==> src/rtl/program_loader_pkg.sv <==
// Shared types for the boot-time program loader: data widths and loader FSM states.
package program_loader_pkg;

  localparam int unsigned HALF_WORD = 16;
  localparam int unsigned WORD      = 32;

  typedef enum logic [3:0] {
    IDLE,
    LEN_LO,
    LEN_HI,
    DATA_LO,
    DATA_HI,
    WRITE,
    CHECK,
    DONE,
    ERROR
  } loader_state_t;

  function automatic logic accepts_bytes(input loader_state_t s);
    return (s == LEN_LO) || (s == LEN_HI) || (s == DATA_LO) ||
           (s == DATA_HI) || (s == CHECK);
  endfunction

endpackage

==> src/rtl/program_loader.sv <==
// Boot-time sequencer: packs a length-prefixed little-endian byte stream into halfwords for the
// instruction memory and holds the core in reset until loaded. Optional trailer check: PROG_CHECKSUM_EN.
module program_loader
  import program_loader_pkg::*;
#(
  parameter int unsigned MEM_DEPTH = 512,
  parameter int unsigned ADDR_BASE = 0
) (
  input  logic                 clk_i,
  input  logic                 reset_i,
  input  logic                 start_i,
  input  logic                 byte_valid_i,
  input  logic [7:0]           byte_i,
  output logic                 byte_ready_o,
  output logic                 program_mem_write_en_o,
  output logic [HALF_WORD-1:0] instruction_o,
  output logic [WORD-1:0]      instruction_addr_o,
  output logic                 cpu_reset_o,
  output logic                 load_done_o,
  output logic                 load_error_o
);

  localparam int unsigned CW = $clog2(MEM_DEPTH) + 1;

  loader_state_t        state_q, state_d;
  logic [7:0]           len_lo_q, len_lo_d;
  logic [CW-1:0]        len_q, len_d;
  logic [CW-1:0]        count_q, count_d;
  logic [7:0]           lo_q, lo_d;
  logic [HALF_WORD-1:0] instr_q, instr_d;
  logic [WORD-1:0]      addr_q, addr_d;
  logic                 we_q, we_d;
  logic                 cpu_reset_q, cpu_reset_d;
  logic                 done_q, done_d;
  logic                 err_q, err_d;
`ifdef PROG_CHECKSUM_EN
  logic [7:0]           sum_q, sum_d;
`endif

  logic                 ready;
  logic                 xfer;
  logic                 tail;
  logic [15:0]          len_full;
  logic [CW-1:0]        count_inc;

  assign ready     = accepts_bytes(state_q);
  assign xfer      = byte_valid_i && ready;
  assign len_full  = {byte_i, len_lo_q};
  assign count_inc = count_q + CW'(1);

  always_comb begin
    state_d     = state_q;
    len_lo_d    = len_lo_q;
    len_d       = len_q;
    count_d     = count_q;
    lo_d        = lo_q;
    instr_d     = instr_q;
    addr_d      = addr_q;
    we_d        = 1'b0;
    cpu_reset_d = cpu_reset_q;
    done_d      = done_q;
    err_d       = err_q;
`ifdef PROG_CHECKSUM_EN
    sum_d       = sum_q;
`endif
    tail        = 1'b0;

    case (state_q)
      IDLE, DONE, ERROR: begin
        // The core is released one cycle after DONE is entered
        if (state_q == DONE) cpu_reset_d = 1'b0;
        if (start_i) begin
          state_d     = LEN_LO;
          done_d      = 1'b0;
          err_d       = 1'b0;
          cpu_reset_d = 1'b1;
`ifdef PROG_CHECKSUM_EN
          sum_d       = '0;
`endif
        end
      end
      LEN_LO: begin
        if (xfer) begin
          len_lo_d = byte_i;
          state_d  = LEN_HI;
        end
      end
      LEN_HI: begin
        if (xfer) begin
          if (len_full == '0) begin
            tail = 1'b1;
          end else if (32'(len_full) > MEM_DEPTH) begin
            state_d = ERROR;
            err_d   = 1'b1;
          end else begin
            len_d   = len_full[CW-1:0];
            count_d = '0;
            state_d = DATA_LO;
          end
        end
      end
      DATA_LO: begin
        if (xfer) begin
          lo_d    = byte_i;
`ifdef PROG_CHECKSUM_EN
          sum_d   = sum_q + byte_i;
`endif
          state_d = DATA_HI;
        end
      end
      DATA_HI: begin
        // Write-port outputs are registered so they are valid throughout WRITE
        if (xfer) begin
          instr_d = {byte_i, lo_q};
          addr_d  = WORD'(ADDR_BASE) + WORD'(count_q);
          we_d    = 1'b1;
`ifdef PROG_CHECKSUM_EN
          sum_d   = sum_q + byte_i;
`endif
          state_d = WRITE;
        end
      end
      WRITE: begin
        count_d = count_inc;
        if (count_inc == len_q) tail = 1'b1;
        else                    state_d = DATA_LO;
      end
`ifdef PROG_CHECKSUM_EN
      CHECK: begin
        if (xfer) begin
          if (byte_i == sum_q) begin
            state_d = DONE;
            done_d  = 1'b1;
          end else begin
            state_d = ERROR;
            err_d   = 1'b1;
          end
        end
      end
`endif
      default: state_d = IDLE;
    endcase

    if (tail) begin
`ifdef PROG_CHECKSUM_EN
      state_d = CHECK;
`else
      state_d = DONE;
      done_d  = 1'b1;
`endif
    end
  end

  always_ff @(posedge clk_i or posedge reset_i) begin
    if (reset_i) begin
      state_q     <= IDLE;
      len_lo_q    <= '0;
      len_q       <= '0;
      count_q     <= '0;
      lo_q        <= '0;
      instr_q     <= '0;
      addr_q      <= WORD'(ADDR_BASE);
      we_q        <= 1'b0;
      cpu_reset_q <= 1'b1;
      done_q      <= 1'b0;
      err_q       <= 1'b0;
`ifdef PROG_CHECKSUM_EN
      sum_q       <= '0;
`endif
    end else begin
      state_q     <= state_d;
      len_lo_q    <= len_lo_d;
      len_q       <= len_d;
      count_q     <= count_d;
      lo_q        <= lo_d;
      instr_q     <= instr_d;
      addr_q      <= addr_d;
      we_q        <= we_d;
      cpu_reset_q <= cpu_reset_d;
      done_q      <= done_d;
      err_q       <= err_d;
`ifdef PROG_CHECKSUM_EN
      sum_q       <= sum_d;
`endif
    end
  end

  assign byte_ready_o           = ready;
  assign program_mem_write_en_o = we_q;
  assign instruction_o          = instr_q;
  assign instruction_addr_o     = addr_q;
  assign cpu_reset_o            = cpu_reset_q;
  assign load_done_o            = done_q;
  assign load_error_o           = err_q;

endmodule

==> config.mk <==
export PLATFORM = sky130hd
export DESIGN_NAME = program_loader
export DESIGN_NICKNAME = d
export VERILOG_FILES = /design/src/rtl/program_loader_pkg.sv /design/src/rtl/program_loader.sv
export SDC_FILE = /design/constraint.sdc
export NUM_CORES = 1
export LEC_CHECK = 0
export ABC_AREA = 1
export CORE_MARGIN = 2
export CORE_UTILIZATION = 56
export DETAILED_ROUTE_END_ITERATION = 10
export GPL_TIMING_DRIVEN = 0
export PLACE_DENSITY = 0.95
export SETUP_SLACK_MARGIN = 0.1
export SYNTH_ARGS = -nofsm -noshare
export SYNTH_HDL_FRONTEND = slang
export SYNTH_SLANG_ARGS = --single-unit
export TNS_END_PERCENT = 10
==> constraint.sdc <==
create_clock -name clk_i -period 3.2 [get_ports clk_i]
set_input_delay 0.64 -clock clk_i [delete_from_list [all_inputs] [get_ports clk_i]]
set_output_delay 0.64 -clock clk_i [all_outputs]
set_load 0.01 [all_outputs]
-- After elaboration in Yosys (flattened, before gate mapping)
Cells that the tools add are included.
Widths: inputs -> output; s select.
- register bits: 70
- input port bits: 12
- output and inout bits: 53
- logic and storage cells: 87
- add/subtract/negate cells: 1
- magnitude comparators: 1
- equality and inequality tests: 21
- muxes and demuxes: 29
- bitwise logic cells: 2
- reductions and logical operators: 22
- operators with widths (operator ; number):
    $mux 4 ; 9
    $mux 10 ; 3
    $pmux 4 s6 ; 1
    $ne 3x3->1 const B ; 7
    $pmux 10 s2 ; 1
    $eq 4x3->1 const B ; 4
    $gt 16x10->1 const B ; 1
    $logic_not 16->1 ; 1
    $mux 1 ; 13
    $add 10x1->10 const B ; 1
    $eq 10x10->1 ; 1
    $reduce_and 2->1 ; 5
    $reduce_bool 2->1 ; 5
    $eq 4x2->1 const B ; 2
    $ne 2x2->1 const B ; 4
    $reduce_and 4->1 ; 2
    $reduce_and 7->1 ; 1
    $reduce_and 5->1 ; 1
    $eq 4x1->1 const B ; 1
    $eq 4x4->1 const B ; 1
    $logic_not 4->1 ; 1
    $logic_or 1x1->1 ; 4
    $pmux 1 s2 ; 2
    $reduce_or 3->1 ; 1
    3 further kinds ; 4

-- Logic depth before layout (Yosys ltp)
Gate-level depths: netlist of run 1.
- depth after elaboration: 10
- mapped depth: 14

-- Least setup slack after synthesis of run 1
No wires, ideal clock.
- path type: input port to flip-flop
- start point: in byte_i[7]
- end point: reg len_q[9]
- data arrival time: 1.577 ns
- required time: 3.074 ns
- path slack: 1.497 ns
- stages on the path: 9
- buffers on the path: 1
- cells stage by stage: inv_1 > nand4_1 > nor4_1 > nand2_1 > nand2_1 > nand4_1 > buf_2 > nand2_1 > o21ai_1
- word-level cells in the longest chain between the ends: 3
- RTL lines (item ; RTL line ; RTL):
    start, declared ; program_loader.sv:13 ; input logic [7:0] byte_i,
    $gt 16x10->1 / $logic_not 16->1 (equally long branches) ; program_loader.sv:92, program_loader.sv:90 ;
    $not 1->1 (no line) ; n/a ;
    $reduce_and 4->1 (no line) * ; n/a ;
    end signal, assigned ; program_loader.sv:173 ; len_q <= len_d;
    end, declared ; program_loader.sv:27 ; logic [CW-1:0] len_q, len_d;
Mark *: on every way between the ends. The rest lies on a longest branch, timed or not.
A chain may end at the register's enable or synchronous reset.

-- Worst setup path after layout of run 1
- start point: reg state_q[2]
- end point: out byte_ready_o
- word-level cells in the longest chain between the ends: 5
- RTL lines (item ; RTL line ; RTL):
    start, declared ; program_loader.sv:25 ; loader_state_t state_q, state_d;
    start signal, assigned ; program_loader.sv:171 ; state_q <= state_d;
    $eq 4x1->1 / $eq 4x2->1 (equally long branches) ; program_loader_pkg.sv:20 ; return (s == LEN_LO) || (s == LEN_HI) || (s == DATA_LO) ||
    $logic_or 1x1->1 (3 in a row) ; program_loader_pkg.sv:20 ;
    $logic_or 1x1->1 * ; program_loader_pkg.sv:21 ; (s == DATA_HI) || (s == CHECK);
    end, declared ; program_loader.sv:14 ; output logic byte_ready_o,
Marks and branches as above.

==> impl_metrics.csv, run 1 <==
group,metric,value,unit
worst_setup_path,rr_endpoint,"instruction_o[9]",
floorplan,fp.dieArea,0.006809,mm^2
timing,rsz0062_at_grt,"no",
worst_setup_path,required,2.56,ns
route,post_drt_wl_per_cell,14.56,um
route,drc,0,
cts,cts_made_buffers,9,
cts,hold_buffers,0,
worst_setup_path,worstRegToRegCells,9,
layout,drive_above_1_share,0.1687,
global_routing,grt_usage,0.2746,
floorplan,row_count,28,
route,num_vias,3092,
worst_setup_path,critPathLaunch,"state_q[2]",
timing,relSlewSlack,0.6385,
worst_setup_path,crit_end,"byte_ready_o",
layout,n_fill_cell,438,
worst_setup_path,worstSetupStartpointType,"register",
worst_setup_path,cp-end-kind,"output pin",
cts,clock-root-buffer,"clkbuf_8",
layout,finalNonFillerCells,579,
yosys,syn_area,0.003452,mm^2
run_status,outcome,"finished clean",
timing,setup_viol,0,
route,antenna_left,0,
timing,whs,0.4746,ns
yosys,ys_seq_area_frac,0.5078,
pwr,ir_drop,0.0004985,V
global_routing,antenna_found_initial,0,
global_routing,grt_pass1_vias,2956,
cts,clockBufferDepth,2,
timing,worst_slew_pin_slew,0.5415,ns
cts,cts.clk_slew.worst_paths,0.08,ns
layout,antennaDiodeCount,0,
cts,cts_post_setup_buffers_inserted,0,
timing,max_freq,411.5,MHz
layout,nets,512,
route,wl,8.430,mm
route,drtIter0Drc,254,
global_routing,grt_max_degree,47,
cts,post_cts_resized,0,
cts,cts_tree,"yes",
cts,cts.sinks,70,
floorplan,core_area,0.005956,mm^2
placed_design,gp_congestion,0.8852,
pwr,p_per_area,776.4,mW/mm^2
placed_design,placed_area,0.004065,mm^2
floorplan,die_w,82.52,um
layout,regArea,0.001753,mm^2
timing,finalHoldViolCount,0,
global_routing,grt_pass1_wl,13.87,mm
layout,final_cell_mix,"nand2_1 (148), dfrtp_1 (69), clkdlybuf4s50_1 (42)",
layout,layout_commonest_cell,"nand2_1",
yosys,synth.avg_cell_area,8.142,um^2
layout,area_growth,24.43,%
yosys,yosysWarnings,0,
placed_design,portBuffers,42,
floorplan,start_util,0.5796,
yosys,netlist_instances,424,
global_routing,gr-total-overflow,0,
cts,htreeDepth,3,
floorplan,chipHeight,82.52,um
layout,final_area,0.004295,mm^2
hold_path,hp-start,"instruction_o[6]",
layout,multi_input_area,0.001379,mm^2
hold_path,hold_class,"register to register",
timing,drv_slew,0,
placed_design,place_inst,563,
worst_setup_path,crit_type,"register to output pin",
floorplan,ios,65,
worst_setup_path,r2r_slack,1.32,ns
timing,finalCritPeriodShare,0.7594,
cts,insertion_delay,0.35,ns
yosys,synth-seq-cells,70,
timing,fin_worst_skew,0.01087,ns
route,vias_per_cell,5.340,
yosys,synthDistinctLibCells,29,
timing,fin_crit,2.430,ns
worst_setup_path,rr_startpoint,"state_q[0]",
worst_setup_path,path_max_fanout,4,
pwr,leakage,0.002117,uW
worst_setup_path,arrival,1.79,ns
route,dr.pass1.iters,5,
job,drv_cap,0,
placed_design,dp_hpwl,5.880,mm
[cells by family (layout without fill, tap and decap cells)]
group / Yosys count / in the layout / synth area share
and+or+nand+nor: 207 / 207 / 0.2563
buffers and inverters: 80 / 139 / 0.1156
DFF: 70 / 70 / 0.5078
AOI/OAI and AO/OA: 64 / 64 / 0.1131
adders and majority gates: 1 / 1 / 0.003624
other: 1 / 22 / 0.001086
xor gates and xnor gates: 1 / 1 / 0.002538
[cell usage after synthesis]
master,number,area share
nor3_4,2,0.0094
nand3b_1,4,0.0087
o21ai_0,7,0.010
nand2_1,148,0.16
nor3_1,3,0.0043
xor2_1,1,0.0025
dfrtp_1,69,0.50
o22ai_2,1,0.0036
nand3_2,1,0.0029
nor4_1,1,0.0018
conb_1,1,0.0011
nand2_2,3,0.0054
inv_2,7,0.0076
buf_4,23,0.050
inv_1,41,0.045
a211oi_1,1,0.0022
nand3_1,17,0.025
nor3_2,1,0.0029
ha_1,1,0.0036
o21ai_2,15,0.038
a21oi_1,2,0.0029
nor2_1,19,0.021
dfstp_2,1,0.0076
o21ai_1,37,0.054
a21oi_2,1,0.0025
buf_2,8,0.012
inv_4,1,0.0018
nand4_1,5,0.0091
nor2_2,3,0.0054
[worst min path at each step]
stage                            end  slack, ns  cells past startpoint
CTS                 instruction_o[6]       0.48                      2
floorplan           instruction_o[0]       0.45                      2
global route        instruction_o[6]       0.50                      2
finish              instruction_o[6]       0.47                      2
global placement    instruction_o[5]       0.46                      2
detailed placement  instruction_o[3]       0.46                      2
[flip-flops by register name, indices dropped and copies added (netlist names)]
name                    cells
count_q                    10
instruction_o              16
lo_q                        8
load_done_o                 1
len_q                      10
cpu_reset_o                 1
state_q                     4
load_error_o                1
program_mem_write_en_o      1
len_lo_q                    8
instruction_addr_o         10
[layer usage]
metal	vias to the layer above	wire length (um)	track usage
met3	29	554	0.07283
met4	0	214	0.09672
li1	1448	-	-
met1	1472	3270	0.3309
met2	143	4391	0.4750
met5	-	0	0
[worst max-delay path, cell delays in order (launching register included)]
cell	delay [ns]
dfrtp_1	0.41
nor2_1	0.18
inv_1	0.13
o22ai_2	0.15
clkdlybuf4s50_1	0.58
[final cells by class]
class,instances,share of cell area
clock buffers,10,0.03204
repair buffers,43,0.1025
flip-flops and latches,70,0.4081
plain buffers,31,0.04952
inverters,49,0.04340
well taps,75,0.02185
multi-input cells,295,0.3210
clock inverters,6,0.02156
[report_power, final]
part | total [uW] | switching [uW] | internal [uW]
Combinational | 1200 | 702 | 498
Clock | 818 | 354 | 464
Sequential | 1320 | 188 | 1130
[stage by stage]
stage / total power, uW / setup WS, ns / utilization / setup TNS [ns]
global placement: 2417 / -0.2661 / 0.6792 / -18.07
detailed placement: 2489 / 0.8177 / 0.6826 / 0
floorplan: 2051 / 0.7934 / - / 0
finish: 3335 / 0.7700 / 0.7212 / 0
CTS: 3331 / 0.7692 / 0.7212 / 0
global route: 3546 / 0.6824 / 0.7212 / 0
Note: power is estimated with default switching activity, not from simulation.
==> inputs of run 2 (changes only) <==
--- a/config.mk
+++ b/config.mk
@@ -7,10 +7,10 @@
 export LEC_CHECK = 0
 export ABC_AREA = 1
 export CORE_MARGIN = 2
-export CORE_UTILIZATION = 56
+export CORE_UTILIZATION = 52
 export DETAILED_ROUTE_END_ITERATION = 10
 export GPL_TIMING_DRIVEN = 0
-export PLACE_DENSITY = 0.95
+export PLACE_DENSITY = 0.92
 export SETUP_SLACK_MARGIN = 0.1
 export SYNTH_ARGS = -nofsm -noshare
 export SYNTH_HDL_FRONTEND = slang
==> constraint.sdc (replaced) <==
create_clock -name clk_i -period 2.5 [get_ports clk_i]
set_input_delay 0.5 -clock clk_i [delete_from_list [all_inputs] [get_ports clk_i]]
set_output_delay 0.5 -clock clk_i [all_outputs]
set_load 0.01 [all_outputs]
==> run 2 against run 1 <==
Compared with the run above:
- global-route usage is 5.0 points lower
- die area is 7.3% higher
- count of clock-buffer cells in the layout stayed put
- sequential power is 28% higher
- final cell count is 0.17% higher
- via count is 3.0% lower
- core utilization is 5.1 points lower
- setup slack worse by 0.55 ns
- combinational power is 24% higher
- sequential share of layout area is 0.14 points higher
- non-clock buffer count is 1 lower
- cell area is 0.35% lower
- critical path type unchanged
==> impl_metrics.csv, run 2 (same netlist as run 1, synthesis figures left out) <==
group,metric,value,unit
global_routing,grt_max_degree,71,
worst_setup_path,crit_cells,4,
timing,drv_slew,0,
timing,relSlewSlack,0.4431,
pwr,total_power,4215,uW
layout,drive_above_1_share,0.1670,
layout,final_util,0.6703,
route,drc,0,
worst_setup_path,worstRegToRegCells,7,
worst_setup_path,cp_num_buf_inv,2,
floorplan,start_util,0.5406,
global_routing,antenna_found_initial,0,
cts,clock-root-buffer,"clkbuf_8",
timing,worst_slack,0.2204,ns
layout,final_area,0.004280,mm^2
floorplan,row_count,29,
placed_design,gp_congestion,0.8795,
hold_path,hold_class,"register to register",
run_status,outcome,"finished clean",
cts,cts_post_setup_buffers_inserted,0,
worst_setup_path,worst_path_max_delay_cell,"clkdlybuf4s50_1",
worst_setup_path,critPathMaxStageDelay,0.57,ns
global_routing,grt_usage,0.2246,
floorplan,ios,65,
route,wl,7.756,mm
layout,area_growth,23.99,%
timing,finalHoldViolCount,0,
placed_design,portBuffers,42,
cts,cts_made_buffers,9,
layout,antennaDiodeCount,0,
cts,hold_buffers,0,
timing,finalSetupTns,0,ns
floorplan,fp.dieArea,0.007306,mm^2
cts,cts_tree,"yes",
global_routing,gr-total-overflow,0,
worst_setup_path,worstSetupStartpointType,"register",
worst_setup_path,path_cells,"nor2_1 -> inv_1 -> o22ai_2 -> clkdlybuf4s50_1",
job,drv_cap,0,
timing,fin_worst_skew,0.009048,ns
pwr,p_per_area,984.7,mW/mm^2
timing,setup_viol,0,
route,vias_per_cell,5.172,
worst_setup_path,critical-path-top-delay-family,"buffers and inverters",
floorplan,core_area,0.006386,mm^2
layout,nets,511,
worst_setup_path,path_max_fanout,4,
layout,largest_reg_flops,16,
placed_design,pre_cts_ws,0.2084,ns
layout,final_cell_mix,"nand2_1 (148), dfrtp_1 (69), clkdlybuf4s50_1 (42)",
cts,htreeDepth,3,
global_routing,grt_pass1_wl,12.85,mm
worst_setup_path,required,2.00,ns
floorplan,chipHeight,85.48,um
timing,max_freq,438.7,MHz
route,drtIter0Drc,210,
cts,cts.clk_slew.worst_paths,0.08,ns
route,dr.pass1.iters,5,
pwr,leakage,0.002108,uW
cts,insertion_delay,0.35,ns
timing,finalCritPeriodShare,0.9118,
timing,fin_crit,2.280,ns
pwr,ir_drop,0.0006076,V
route,post_drt_wl_per_cell,13.37,um
global_routing,grt_pass1_vias,2817,
route,antenna_left,0,
placed_design,dp_hpwl,5.612,mm
cts,cts.sinks,70,
timing,rsz0062_at_grt,"no",
placed_design,placed_area,0.004050,mm^2
hold_path,min_path_cells,2,
worst_setup_path,crit_type,"register to output pin",
floorplan,die_w,85.48,um
worst_setup_path,arrival,1.78,ns
cts,clockBufferDepth,2,
layout,layout_commonest_cell,"nand2_1",
cts,post_cts_resized,0,
route,num_vias,3000,
worst_setup_path,cp-end-kind,"output pin",
timing,worst_slew_pin_slew,0.8353,ns
## run 2: changes by cell type in the layout (fill, tap and decap cells not counted)
cell / change
buf_12: -1
inv_2: -1
inv_4: +1
## run 2: path summary, 6_finish.rpt
check	from	slack [ns]	endpoint
max in group asynchronous	reset_i	1.28	instruction_o[4]
min in group asynchronous	reset_i	0.68	instruction_addr_o[2]
hold / removal	instruction_addr_o[1]	0.48	instruction_addr_o[1]
hold reg to reg	instruction_addr_o[1]	0.48	instruction_addr_o[1]
setup / recovery	state_q[2]	0.22	byte_ready_o
setup reg to reg	state_q[0]	0.59	count_q[0]
## run 2: final cells by class
class	count	area (um^2)
fill	492	2106
sequential	70	1753
multi-input combinational	295	1379
timing repair buffer	42	420.4
buffer	31	212.7
inverter	49	188.9
clock buffer	10	137.6
tap	77	96.34
clock inverter	6	92.59
## run 2: tightest hold or removal path: cells and delay by family (launching register included)
kind          cells  cell delay, ns
flops             1            0.35
simple gates      2            0.11
## run 2: power by group
group | internal [uW] | total [uW] | switching [uW]
clock network | 594 | 1040 | 444
registers | 1450 | 1690 | 243
logic | 633 | 1490 | 855
total | 2670 | 4210 | 1540
## run 2: layer usage
layer	vias to the layer above	share of wire	global-route usage	routed length, um
met4	0	0.023	0.08225	182
met2	134	0.50	0.3686	3873
li1	1444	-	-	-
met3	15	0.066	0.06323	515
met1	1407	0.41	0.2849	3184
met5	-	0	0	0
## run 2: per-stage QoR
stage / cells / hold slack (ns)
final: 580 / 0.4841
after global routing: 580 / 0.5130
after CTS: 580 / 0.4856
after detailed placement: 564 / 0.4672
after global placement: 564 / 0.4591
after floorplan: 445 / 0.4493
==> inputs of run 3 (changes only) <==
--- a/config.mk
+++ b/config.mk
@@ -6,11 +6,13 @@
 export NUM_CORES = 1
 export LEC_CHECK = 0
 export ABC_AREA = 1
+export CAP_MARGIN = 20
 export CORE_MARGIN = 2
 export CORE_UTILIZATION = 52
 export DETAILED_ROUTE_END_ITERATION = 10
 export GPL_TIMING_DRIVEN = 0
 export PLACE_DENSITY = 0.92
+export REMOVE_ABC_BUFFERS = 1
 export SETUP_SLACK_MARGIN = 0.1
 export SYNTH_ARGS = -nofsm -noshare
 export SYNTH_HDL_FRONTEND = slang
==> run 3 against run 2 <==
Compared with the run above:
- cell area fell by 6.3%
- clock power fell by 24%
- via count fell by 2.9%
- total power fell by 7.1%
- critical path type is now register to register
- final cell count fell by 5.2%
==> impl_metrics.csv, run 3 (same netlist as run 1, synthesis figures left out) <==
group,metric,value,unit
run_status,outcome,"finished clean",
timing,finalHoldViolCount,0,
timing,drv_slew,0,
cts,cts_made_buffers,9,
cts,clockBufferDepth,2,
worst_setup_path,path_cells,"nor2_1 -> inv_2 -> nor2_1 -> inv_2 -> nor2_2 -> inv_2 -> nand2_1 -> o21ai_2",
route,top_layer,"met4",
timing,relSlewSlack,0.4439,
timing,finalSetupTns,0,ns
worst_setup_path,worst_path_max_delay_cell,"dfrtp_1",
placed_design,portBuffers,42,
timing,finalCritPeriodShare,0.9269,
route,drc,0,
timing,fin_worst_skew,0.007786,ns
timing,worst_slew_pin_slew,0.8342,ns
route,post_drt_wl_per_cell,13.10,um
global_routing,gr-total-overflow,0,
cts,post_cts_resized,0,
worst_setup_path,cpMostUsedCell,"inv_2",
route,drtIter0Drc,314,
worst_setup_path,arrival,2.54,ns
route,route.met2.wl,3.521,mm
floorplan,ios,65,
floorplan,core_area,0.006386,mm^2
worst_setup_path,required,2.72,ns
timing,whs,0.4754,ns
placed_design,gp_congestion,0.8965,
job,drv_cap,0,
route,num_vias,2912,
global_routing,grt_usage,0.2070,
worst_setup_path,cp-end-kind,"register",
cts,cts_tree,"yes",
floorplan,chipHeight,85.48,um
layout,largest_reg_flops,16,
global_routing,antenna_found_initial,0,
route,m1WireLength,2.973,mm
cts,hold_buffers,0,
global_routing,grt_max_degree,71,
cts,cts.sinks,70,
floorplan,row_count,29,
placed_design,dp_hpwl,4.926,mm
floorplan,start_util,0.5406,
cts,insertion_delay,0.35,ns
route,antenna_left,0,
worst_setup_path,path_max_fanout,43,
timing,fin_crit,2.317,ns
route,vias_per_cell,5.295,
cts,cts_post_setup_buffers_inserted,0,
route,route.met3.wl,505,um
floorplan,die_w,85.48,um
cts,htreeDepth,3,
hold_path,min_path_cells,2,
layout,drive_above_1_share,0.1099,
layout,area_growth,16.17,%
layout,final_cell_mix,"nand2_1 (148), dfrtp_1 (69), clkdlybuf4s50_1 (42)",
layout,layout_commonest_cell,"nand2_1",
pwr,total_power,3914,uW
worst_setup_path,worstRegToRegCells,8,
floorplan,fp.dieArea,0.007306,mm^2
cts,clock-root-buffer,"clkbuf_8",
pwr,leakage,0.001935,uW
hold_path,hold_class,"register to register",
global_routing,grt_pass1_wl,11.92,mm
timing,setup_viol,0,
route,dr.pass1.iters,7,
pwr,ir_drop,0.0006203,V
global_routing,grt_pass1_vias,2779,
worst_setup_path,crit_type,"register to register",
route,wl,7.207,mm
cts,cts.clk_slew.worst_paths,0.07,ns
timing,rsz0062_at_grt,"yes",
worst_setup_path,critPathMaxStageDelay,0.47,ns
worst_setup_path,worstSetupStartpointType,"register",
layout,nets,481,
layout,antennaDiodeCount,0,
timing,max_freq,431.5,MHz
pwr,p_per_area,975.9,mW/mm^2
run 3: cell types whose count changed in the layout (fill, tap and decap cells not counted), sizes merged:
cell,previous run,this run
bufinv,2,0
clkinv,1,4
nand4,5,6
buf,31,0
inv,50,49
run 3: final timing paths:
kind | start | to | slack (ns)
setup / recovery | state_q[0] | instruction_o[14] | 0.18
hold reg to reg | instruction_o[0] | instruction_o[0] | 0.48
hold / removal | instruction_o[0] | instruction_o[0] | 0.48
min in group asynchronous | reset_i | program_mem_write_en_o | 0.67
setup reg to reg | state_q[0] | instruction_o[14] | 0.18
max in group asynchronous | reset_i | instruction_o[3] | 1.28
run 3: layout make-up:
cell class	count	area [um^2]
Fill cell	526	2376
Sequential cell	70	1753
Multi-Input combinational cell	296	1385
Timing Repair Buffer	42	420.4
Inverter	49	188.9
Clock buffer	10	127.6
Tap cell	77	96.34
Clock inverter	6	38.79
run 3: metal layers:
metal | track usage | up-vias
met4 | 0.1097 | 0
met1 | 0.2463 | 1348
li1 | - | 1393
met2 | 0.3331 | 137
met5 | 0 | -
met3 | 0.06907 | 34
run 3: through the flow:
step / instance area, um^2 / utilization / setup WS [ns] / std cells
finish: 4010 / 0.6279 / 0.1826 / 550
global route: 4010 / 0.6279 / -0.01930 / 550
CTS: 4004 / 0.6270 / 0.1486 / 549
detailed placement: 3837 / 0.6009 / -0.1723 / 533
global placement: 3835 / 0.6005 / -0.8428 / 533
floorplan: 3318 / - / 0.2334 / 414
run 3: critical path: cells and delay by family, from the launching register on:
family / cells / cell delay, ns
compound gates: 1 / 0.07
simple gates: 4 / 1.06
flops: 1 / 0.47
buf+inv: 3 / 0.58
run 3: power breakdown:
| part | internal (uW) | switching [uW] |
|---|---|---|
| combinational | 601 | 847 |
| clock | 356 | 431 |
| sequential | 1450 | 233 |
| total | 2400 | 1510 |
